$ cat src/rtl/pulse_freq_meter.sv
// Gated frequency counter.
// Counts rising edges of an asynchronous pulse over a programmable gate
// window and, at each window end, publishes the count, a saturation flag
// and a three-way proximity classification against a target count.
//
// Handshake: result_valid is a one-cycle strobe with no back-pressure. When
// it is high, result/saturated/in_band/above/below carry the just-closed
// window. Between strobes those outputs hold their values; reset clears them.
module pulse_freq_meter #(
    parameter int CNT_W  = 12,
    parameter int GATE_W = 24,
    parameter int CFG_W  = 2,
    parameter int GATE0  = 1000,
    parameter int GATE1  = 2000,
    parameter int GATE2  = 4000,
    parameter int GATE3  = 8000,
    parameter int TOL    = 2
) (
    input  logic             clk,
    input  logic             rst,
    input  logic             en,
    input  logic [CFG_W-1:0] cfg_sel,
    input  logic             pulse_in,
    input  logic [CNT_W-1:0] target,
    output logic [CNT_W-1:0] result,
    output logic             result_valid,
    output logic             saturated,
    output logic             in_band,
    output logic             above,
    output logic             below
);

    typedef enum logic [0:0] {
        IDLE  = 1'b0,
        COUNT = 1'b1
    } state_t;

    localparam logic [CNT_W-1:0] CNT_MAX = '1;
    // One extra bit so target+TOL and count+TOL cannot wrap.
    localparam logic [CNT_W:0]   TOL_X   = (CNT_W+1)'(TOL);

    // Last gate-counter value of a window for a given select. Selects past
    // the four defined entries reuse the longest gate.
    function automatic logic [GATE_W-1:0] gate_last(input logic [CFG_W-1:0] sel);
        logic [GATE_W-1:0] val;
        int                idx;
        idx = int'(sel);
        case (idx)
            0:       val = GATE_W'(GATE0 - 1);
            1:       val = GATE_W'(GATE1 - 1);
            2:       val = GATE_W'(GATE2 - 1);
            default: val = GATE_W'(GATE3 - 1);
        endcase
        return val;
    endfunction

    state_t             state;
    state_t             state_next;

    logic               s1;
    logic               s2;
    logic               s3;
    logic               edge_det;

    logic [CFG_W-1:0]   cfg_q;
    logic               cfg_chg;

    logic [GATE_W-1:0]  gcnt;
    logic [CNT_W-1:0]   ecnt;
    logic [CNT_W-1:0]   ecnt_next;
    logic               at_end;

    logic               clr_cnt;
    logic               run_cnt;
    logic               win_end;

    logic [CNT_W:0]     fin_x;
    logic [CNT_W:0]     tgt_x;
    logic               above_c;
    logic               below_c;
    logic               in_band_c;

    // Two-flop synchroniser plus one delay flop for rising-edge detection.
    always_ff @(posedge clk) begin
        if (rst) begin
            s1 <= 1'b0;
            s2 <= 1'b0;
            s3 <= 1'b0;
        end else begin
            s1 <= pulse_in;
            s2 <= s1;
            s3 <= s2;
        end
    end

    assign edge_det = s2 & ~s3;

    // Registered gate select; a difference against the live input is a change.
    always_ff @(posedge clk) begin
        if (rst) begin
            cfg_q <= '0;
        end else begin
            cfg_q <= cfg_sel;
        end
    end

    assign cfg_chg = (cfg_sel != cfg_q);
    assign at_end  = (gcnt == gate_last(cfg_q));

    // Count including this cycle's edge, pinned at the maximum instead of wrapping.
    assign ecnt_next = (edge_det && (ecnt != CNT_MAX)) ? ecnt + CNT_W'(1) : ecnt;

    // Proximity compare of the closing count against the live target.
    assign fin_x     = {1'b0, ecnt_next};
    assign tgt_x     = {1'b0, target};
    assign above_c   = fin_x > (tgt_x + TOL_X);
    assign below_c   = (fin_x + TOL_X) < tgt_x;
    assign in_band_c = ~above_c & ~below_c;

    // State register.
    always_ff @(posedge clk) begin
        if (rst) begin
            state <= IDLE;
        end else begin
            state <= state_next;
        end
    end

    // Next state and counter control. Priority in COUNT: en low, then a
    // select change, then window end, then plain counting.
    always_comb begin
        state_next = state;
        clr_cnt    = 1'b0;
        run_cnt    = 1'b0;
        win_end    = 1'b0;
        case (state)
            IDLE: begin
                clr_cnt = 1'b1;
                if (en) begin
                    state_next = COUNT;
                end
            end
            COUNT: begin
                if (!en) begin
                    state_next = IDLE;
                    clr_cnt    = 1'b1;
                end else if (cfg_chg) begin
                    clr_cnt = 1'b1;
                end else if (at_end) begin
                    win_end = 1'b1;
                    clr_cnt = 1'b1;
                end else begin
                    run_cnt = 1'b1;
                end
            end
            default: begin
                state_next = IDLE;
                clr_cnt    = 1'b1;
            end
        endcase
    end

    // Gate and edge counters; clearing makes the next window start at once.
    always_ff @(posedge clk) begin
        if (rst) begin
            gcnt <= '0;
            ecnt <= '0;
        end else if (clr_cnt) begin
            gcnt <= '0;
            ecnt <= '0;
        end else if (run_cnt) begin
            gcnt <= gcnt + GATE_W'(1);
            ecnt <= ecnt_next;
        end
    end

    // Published results: updated only on a window end, cleared by reset.
    always_ff @(posedge clk) begin
        if (rst) begin
            result       <= '0;
            result_valid <= 1'b0;
            saturated    <= 1'b0;
            in_band      <= 1'b0;
            above        <= 1'b0;
            below        <= 1'b0;
        end else begin
            result_valid <= win_end;
            if (win_end) begin
                result    <= ecnt_next;
                saturated <= (ecnt_next == CNT_MAX);
                in_band   <= in_band_c;
                above     <= above_c;
                below     <= below_c;
            end
        end
    end

endmodule

$ cat config.mk
export PLATFORM = sky130hd
export DESIGN_NAME = pulse_freq_meter
export DESIGN_NICKNAME = d
export VERILOG_FILES = /design/src/rtl/pulse_freq_meter.sv
export SDC_FILE = /design/constraint.sdc
export NUM_CORES = 1
export LEC_CHECK = 0
export BUFFER_PORTS_ARGS = -buffer_cell sky130_fd_sc_hd__buf_2
export CORE_MARGIN = 1
export CORE_UTILIZATION = 60
export DETAILED_ROUTE_END_ITERATION = 12
export PLACE_DENSITY = 0.89
export SETUP_SLACK_MARGIN = 0.15
export SKIP_CTS_REPAIR_TIMING = 1
export SYNTH_ARGS = -nofsm -noshare
export SYNTH_HDL_FRONTEND = slang
export SYNTH_SLANG_ARGS = --single-unit
export TNS_END_PERCENT = 1
$ cat constraint.sdc
create_clock -name clk -period 11.4 [get_ports clk]
set_input_delay 2.85 -clock clk [delete_from_list [all_inputs] [get_ports clk]]
set_output_delay 2.85 -clock clk [all_outputs]
set_load 0.05 [all_outputs]
==> results by group, run 1 <==
Cells and area
  • Layout area overhead: 12.0%
  • Ant diodes: 0
  • Layout net count: 515
  • Layout cells sized above 1: 14.4%
  • Most frequent cells in the layout: 59 x dfxtp_1, 44 x nor2_1, 43 x nand2_1
  • Commonest non-fill, non-tap cell in the layout: dfxtp_1

Synthesis
  • Net Count, Synth: approximately 480
  • Post-synthesis sequential area ratio: about a third
  • EDFF count, synth: 0
  • Area contributors post-synth: dfxtp_1 33%, ha_1 10%, xnor2_1 6.8%
  • Top cell type's share of synthesized area: 32.7%
  • Async SR Flop Fraction: 0%
  • Gate Count Post-Synth: 429
  • Yosys warns: 0
  • FF+latch count, synth: 59
  • Post-synth top flop: dfxtp_1
  • Post-Syn Area: 3610 µm²
  • Area leader, netlist: dfxtp_1
  • Syn_area_per_cell: approximately 8.4 µm²
  • Count of different cell masters after synthesis: 60

Power and ir drop
  • Total Power: approximately 0.42 mW
  • Leak pwr: 1.68 nW
  • Peak supply drop: 0.158 mV
  • Power per cell area: around 100 nW/µm²

Timing
  • Min cycle time layout: 4.93 ns
  • Top achievable clock speed: 203 MHz
  • Final Skew: 0.0118 ns
  • RSZ-0062 raised after global routing: no
  • Fin. Hold Viols: 0
  • Final-report setup violation count: 0
  • Sum Neg Setup Slack: 0 ns
  • Worst-margin pin slew: 1.02 ns
  • Slew Limit Headroom: a little under a third
  • Final Max Tran Viols: 0
  • Setup WS post-layout: roughly 6.5 ns
  • Fin crit share: 43.3%

Global routing
  • Grt total ovfl: 0
  • Total Routing Usage GR: 28.4%
  • First-pass GRT wire length: 13.8 mm
  • Largest net degree at the start of global routing: 33
  • Vias in the first global route: about 3000
  • Initial antenna violation count: 0

Die
  • FP Rows: 27
  • Initial Utilization: around 64%
  • Die Span Y: ~80 µm
  • Core footprint: 5640 µm²
  • Die width: 79.6 µm
  • I/O Pins: 35
  • Die area: approximately 6300 µm²

Drt
  • DR vias/cell: 5.89
  • Drc violations: 0
  • DRT Wirelength: between 8 and 9 mm
  • Drt pass-1 iters: 4
  • Post-route antenna net violation count: 0
  • M1 WL: roughly 3.7 mm
  • Wire per inst: 15.6 µm
  • Vias: 3202
  • Highest routed metal layer: met4
  • Starting DRT DRC Count: 173
  • Metal3 WL: roughly 360 µm
  • Met2 WL post-DR: 4.26 mm

Run
  • Maxcap violations: 0

Setup path
  • Worst-path fanout max: 6
  • Worst EP required: 11.66 ns
  • CP arrival: around 5.2 ns
  • Critical Path End Type: flop
  • Worst setup SP type: input pin
  • Setup Crit Path Kind: input pin to flop

CTS
  • TritonCTS buffer count: 9
  • CTS clk-pin slew, worst paths: 0.08 ns
  • H-tree lvl count: 3
  • Root Driver: clkbuf_8
  • Clk sinks: between 50 and 60
  • CTS tree: done
  • Clk buf depth: 2
  • Worst skew pair latency: about 0.34 ns

Place
  • Post-DP HPWL: between 6 and 7 mm
  • Post-Place Worst Slack: 6.15 ns
  • Port Buffer Count: 34
  • GP Congestion: 0.985

Status
  • Run status: finished, final reports clean

Worst hold path
  • Hold Crit Class: flop to flop
[cell usage after synthesis, drive strengths merged (2+ instances only)]
library cell   n
a32oi          2
nand3         18
and3           7
mux2i          3
nand2b         3
dfxtp         59
clkbuf         8
mux2           4
and4b          2
nor2b         12
ha            30
nand2         43
nor4           7
a211o          2
or3            5
xnor2         28
and3b          2
a31oi          2
nor3          11
nand4         17
nor2          44
o21a           2
o21ai         10
xor2          13
and2           8
a21oi         23
o211ai         2
a21o           5
o31ai          2
inv           29
o2111ai        3
and4           3
[metal layers]
layer	global-route usage (%)	up-vias
met3	4.23	19
met5	0	-
li1	-	1591
met4	11.6	0
met1	33.8	1510
met2	50.4	82
[logic make-up (layout without fill, tap and decap cells)]
| kind of cell | Yosys count | after routing | synth area share [%] |
|---|---|---|---|
| AND/OR/NAND/NOR | 190 | 190 | 28.6 |
| AO/OA/AOI/OAI | 64 | 64 | 12.3 |
| flip-flops | 59 | 59 | 32.7 |
| XOR/XNOR | 41 | 41 | 9.94 |
| buffers and inverters | 38 | 81 | 4.05 |
| adder cells (fa/ha/maj) | 30 | 30 | 10.4 |
| multiplexers | 7 | 7 | 2.08 |
[per-stage QoR]
step           cells  utilization [%]  hold WS, ns  cell area, µm²
2_1_floorplan    429                -        0.413            3610
3_3_place_gp     528             68.2        0.418            3850
3_5_place_dp     528             68.2        0.424            3850
4_1_cts          544             71.7        0.442            4040
5_1_grt          544             71.7        0.463            4040
6_report         544             71.7        0.441            4040
[where the power goes]
part,switching [mW],internal (mW),leakage [nW]
registers,0.000861,0.207,0.476
logic,0.0145,0.00998,1.11
clock network,0.0861,0.101,0.0885
[flip-flops by register name, indices dropped and copies added, names as in the netlist]
register / flops
state: 1
result: 12
ecnt: 12
s2: 1
below: 1
gcnt: 24
s3: 1
in_band: 1
saturated: 1
result_valid: 1
s1: 1
above: 1
cfg_q: 2
[critical path, stage by stage]
cell and delay, ns:
buf_2 0.14, and4_1 0.29, nand2_1 0.07, nor3_1 0.33, nand3_1 0.18, xnor2_1 0.17, ha_1 0.29, nand3_1 0.06
nor3_1 0.18, mux2i_1 0.10, o21ai_0 0.22, o221ai_1 0.15, a31oi_1 0.15
[path summary, 6_finish.rpt]
path / startpoint / end / slack, ns / depth (start not counted)
worst min-delay path: s1 / s2 / 0.44 / 1
worst max-delay path: target[3] / in_band / 6.47 / 13
worst min register to register: s1 / s2 / 0.44 / 1
worst max register to register: ecnt[0] / below / 7.13 / 15
[layout make-up]
cell class	count	area, µm²
Timing Repair Buffer	36	185
Multi-Input combinational cell	332	2280
Fill cell	434	1600
Inverter	29	109
Clock inverter	6	66.3
Sequential cell	59	1180
Tap cell	72	90.1
Clock buffer	10	128
Power figures use the tool's default switching activity.
==> run 2: changes to the inputs <==
CORE_UTILIZATION = 59   (was 60)
PLACE_DENSITY = 0.88   (was 0.89)
clock period = 4.8 ns   (was 11.4 ns; I/O delays follow)
==> results by group, run 2 (synthesized netlist as in run 1, its figures left out) <==
Status
  • Run status: finished, final reports clean

Worst hold path
  • WHS Path Cells: 1 (unchanged)
  • Hold Crit Class: flop to flop
  • Worst Hold Launch: s1

Cells and area
  • Layout net count: 515 (unchanged)
  • Layout area overhead: 11.1%
  • Most frequent cells in the layout: 59 x dfxtp_1, 44 x nor2_1, 43 x nand2_1
  • Ant diodes: 0 (unchanged)
  • Layout cells sized above 1: 14.0% (-0.39 points)
  • Largest register FFs: 24 (unchanged)
  • Largest regs: gcnt (24), ecnt (12), result (12)
  • Layout Utilization: 67.8% (-3.9 points)
  • Top reg by flops: gcnt
  • Commonest non-fill, non-tap cell in the layout: dfxtp_1

Run
  • Maxcap violations: 0 (unchanged)

Setup path
  • Reg2reg setup slack: 0.80 ns (-6.33 ns)
  • R2R Path Start: ecnt[1]
  • Setup Crit Path Kind: flop to flop
  • Worst-path fanout max: 7 (+1)
  • Worst path slowest cell: o41ai_2
  • Crit path cell chain: ha_1 > nand3_4 > o41ai_2 > nor2_1 > xor2_1 > ha_1 > nand3_1 > xnor2_1 > ha_1 > o2111ai_1 > nor2_1 > a221o_1 > a211o_1 > o211ai_1 > a41o_1
  • Worst path most repeated cell: ha_1
  • CP peak stage delay: 0.54 ns (+0.21 ns)
  • Path depth of the worst reg2reg path: 15 (unchanged)
  • Critical Path End Type: flop
  • Crit path launch: ecnt[1]
  • CP arrival: 4.28 ns (-0.91 ns)
  • Worst EP required: 5.08 ns (-6.58 ns)
  • Worst setup SP type: flop

Drt
  • Drt pass-1 iters: 5 (+1)
  • DRT Wirelength: 8.45 mm (-0.61%)
  • DR vias/cell: 5.90 (+0.22%)
  • Drc violations: 0 (unchanged)
  • Wire per inst: 15.5 µm (-0.98%)
  • Post-route antenna net violation count: 0 (unchanged)
  • Starting DRT DRC Count: 160 (-7.5%)
  • Vias: 3221 (+0.59%)

Global routing
  • Vias in the first global route: 3085 (+2.4%)
  • Grt total ovfl: 0 (unchanged)
  • Initial antenna violation count: 0 (unchanged)
  • Largest net degree at the start of global routing: 33 (unchanged)
  • First-pass GRT wire length: 13.9 mm (+0.65%)
  • Total Routing Usage GR: 28.4% (+0.053 points)

Timing
  • Min cycle time layout: 4.00 ns
  • Final Skew: 0.0122 ns (+0.000393 ns)
  • Worst-margin pin slew: 0.871 ns (-0.152 ns)
  • Sum Neg Setup Slack: 0 ns (unchanged)
  • Top achievable clock speed: 250 MHz
  • Slew Limit Headroom: 41.5% (+10 points)
  • Final-report setup violation count: 0 (unchanged)
  • Final Max Tran Viols: 0 (unchanged)
  • RSZ-0062 raised after global routing: no
  • Fin. Hold Viols: 0 (unchanged)
  • Fin crit share: 83.4%

Die
  • Initial Utilization: 61.0% (-3.0 points)
  • Die width: 80.2 µm (+0.82%)
  • Die Span Y: 80.2 µm (+0.82%)
  • FP Rows: 28 (+3.7%)
  • Die area: 6440 µm² (+1.7%)
  • Core footprint: 5920 µm² (+4.9%)
  • I/O Pins: 35 (unchanged)

CTS
  • Clk buf depth: 2 (unchanged)
  • H-tree lvl count: 3 (unchanged)
  • Root Driver: clkbuf_8
  • TritonCTS buffer count: 9 (unchanged)
  • Clk sinks: 59 (unchanged)
  • Worst skew pair latency: 0.34 ns (about the same)
  • CTS tree: done
  • CTS clk-pin slew, worst paths: 0.07 ns (about the same)

Power and ir drop
  • Peak supply drop: 0.302 mV (+91%)
  • Leak pwr: 1.67 nW (-0.15%)
  • Power per cell area: 233 nW/µm² (+130%)

Place
  • Port Buffer Count: 34 (unchanged)
  • Post-DP HPWL: 6.30 mm (-3.6%)
  • GP Congestion: 0.931 (-5.5%)
[run 2: changes by cell type in the layout (fill, tap and decap cells not counted), sizes merged]
cell	change
bufinv	-1
clkinv	+1
clkbuf	+2
clkinvlp	-3
[run 2: layout make-up]
cell class                 count  area, µm²
clock buffer                  12        145
clock inverter                 3       15.0
fill                         464       1910
inverter                      29        109
multi-input combinational    332       2280
sequential                    59       1180
tap                           75       93.8
timing repair buffer          36        185
[run 2: worst paths after layout]
path                              end
worst min register to register     s2
worst max register to register  below
worst min-delay path               s2
worst max-delay path            below
[run 2: through the flow]
step / cells / setup WS [ns] / power (mW) / cell area, µm² / hold slack (ns)
floorplan: 429 / 1.23 / 0.541 / 3610 / 0.413
global placement: 531 / 1.06 / 0.559 / 3850 / 0.420
detailed placement: 531 / 0.865 / 0.562 / 3850 / 0.430
CTS: 546 / 0.834 / 0.941 / 4010 / 0.444
global route: 546 / 0.570 / 0.971 / 4010 / 0.467
finish: 546 / 0.799 / 0.937 / 4010 / 0.439
[run 2: power breakdown]
part	switching, mW	total (mW)	internal [mW]
clock network	0.188	0.384	0.196
logic	0.0343	0.0582	0.0238
registers	0.00202	0.494	0.492
[run 2: worst max-delay path: cells and delay by family, from the launching register on]
family	cells	cell delay (ns)
xor+xnor	2	0.52
fa+ha+maj	3	0.87
flops	1	0.39
compound gates	6	1.71
simple gates	4	0.45
[run 2: per-layer routing]
metal	global-route usage, %	vias to the layer above	part of all wire (%)
met4	17.9	0	4.0
li1	-	1585	-
met2	47.4	118	48
met1	33.3	1484	42
met3	5.68	34	5.9
met5	0	-	0
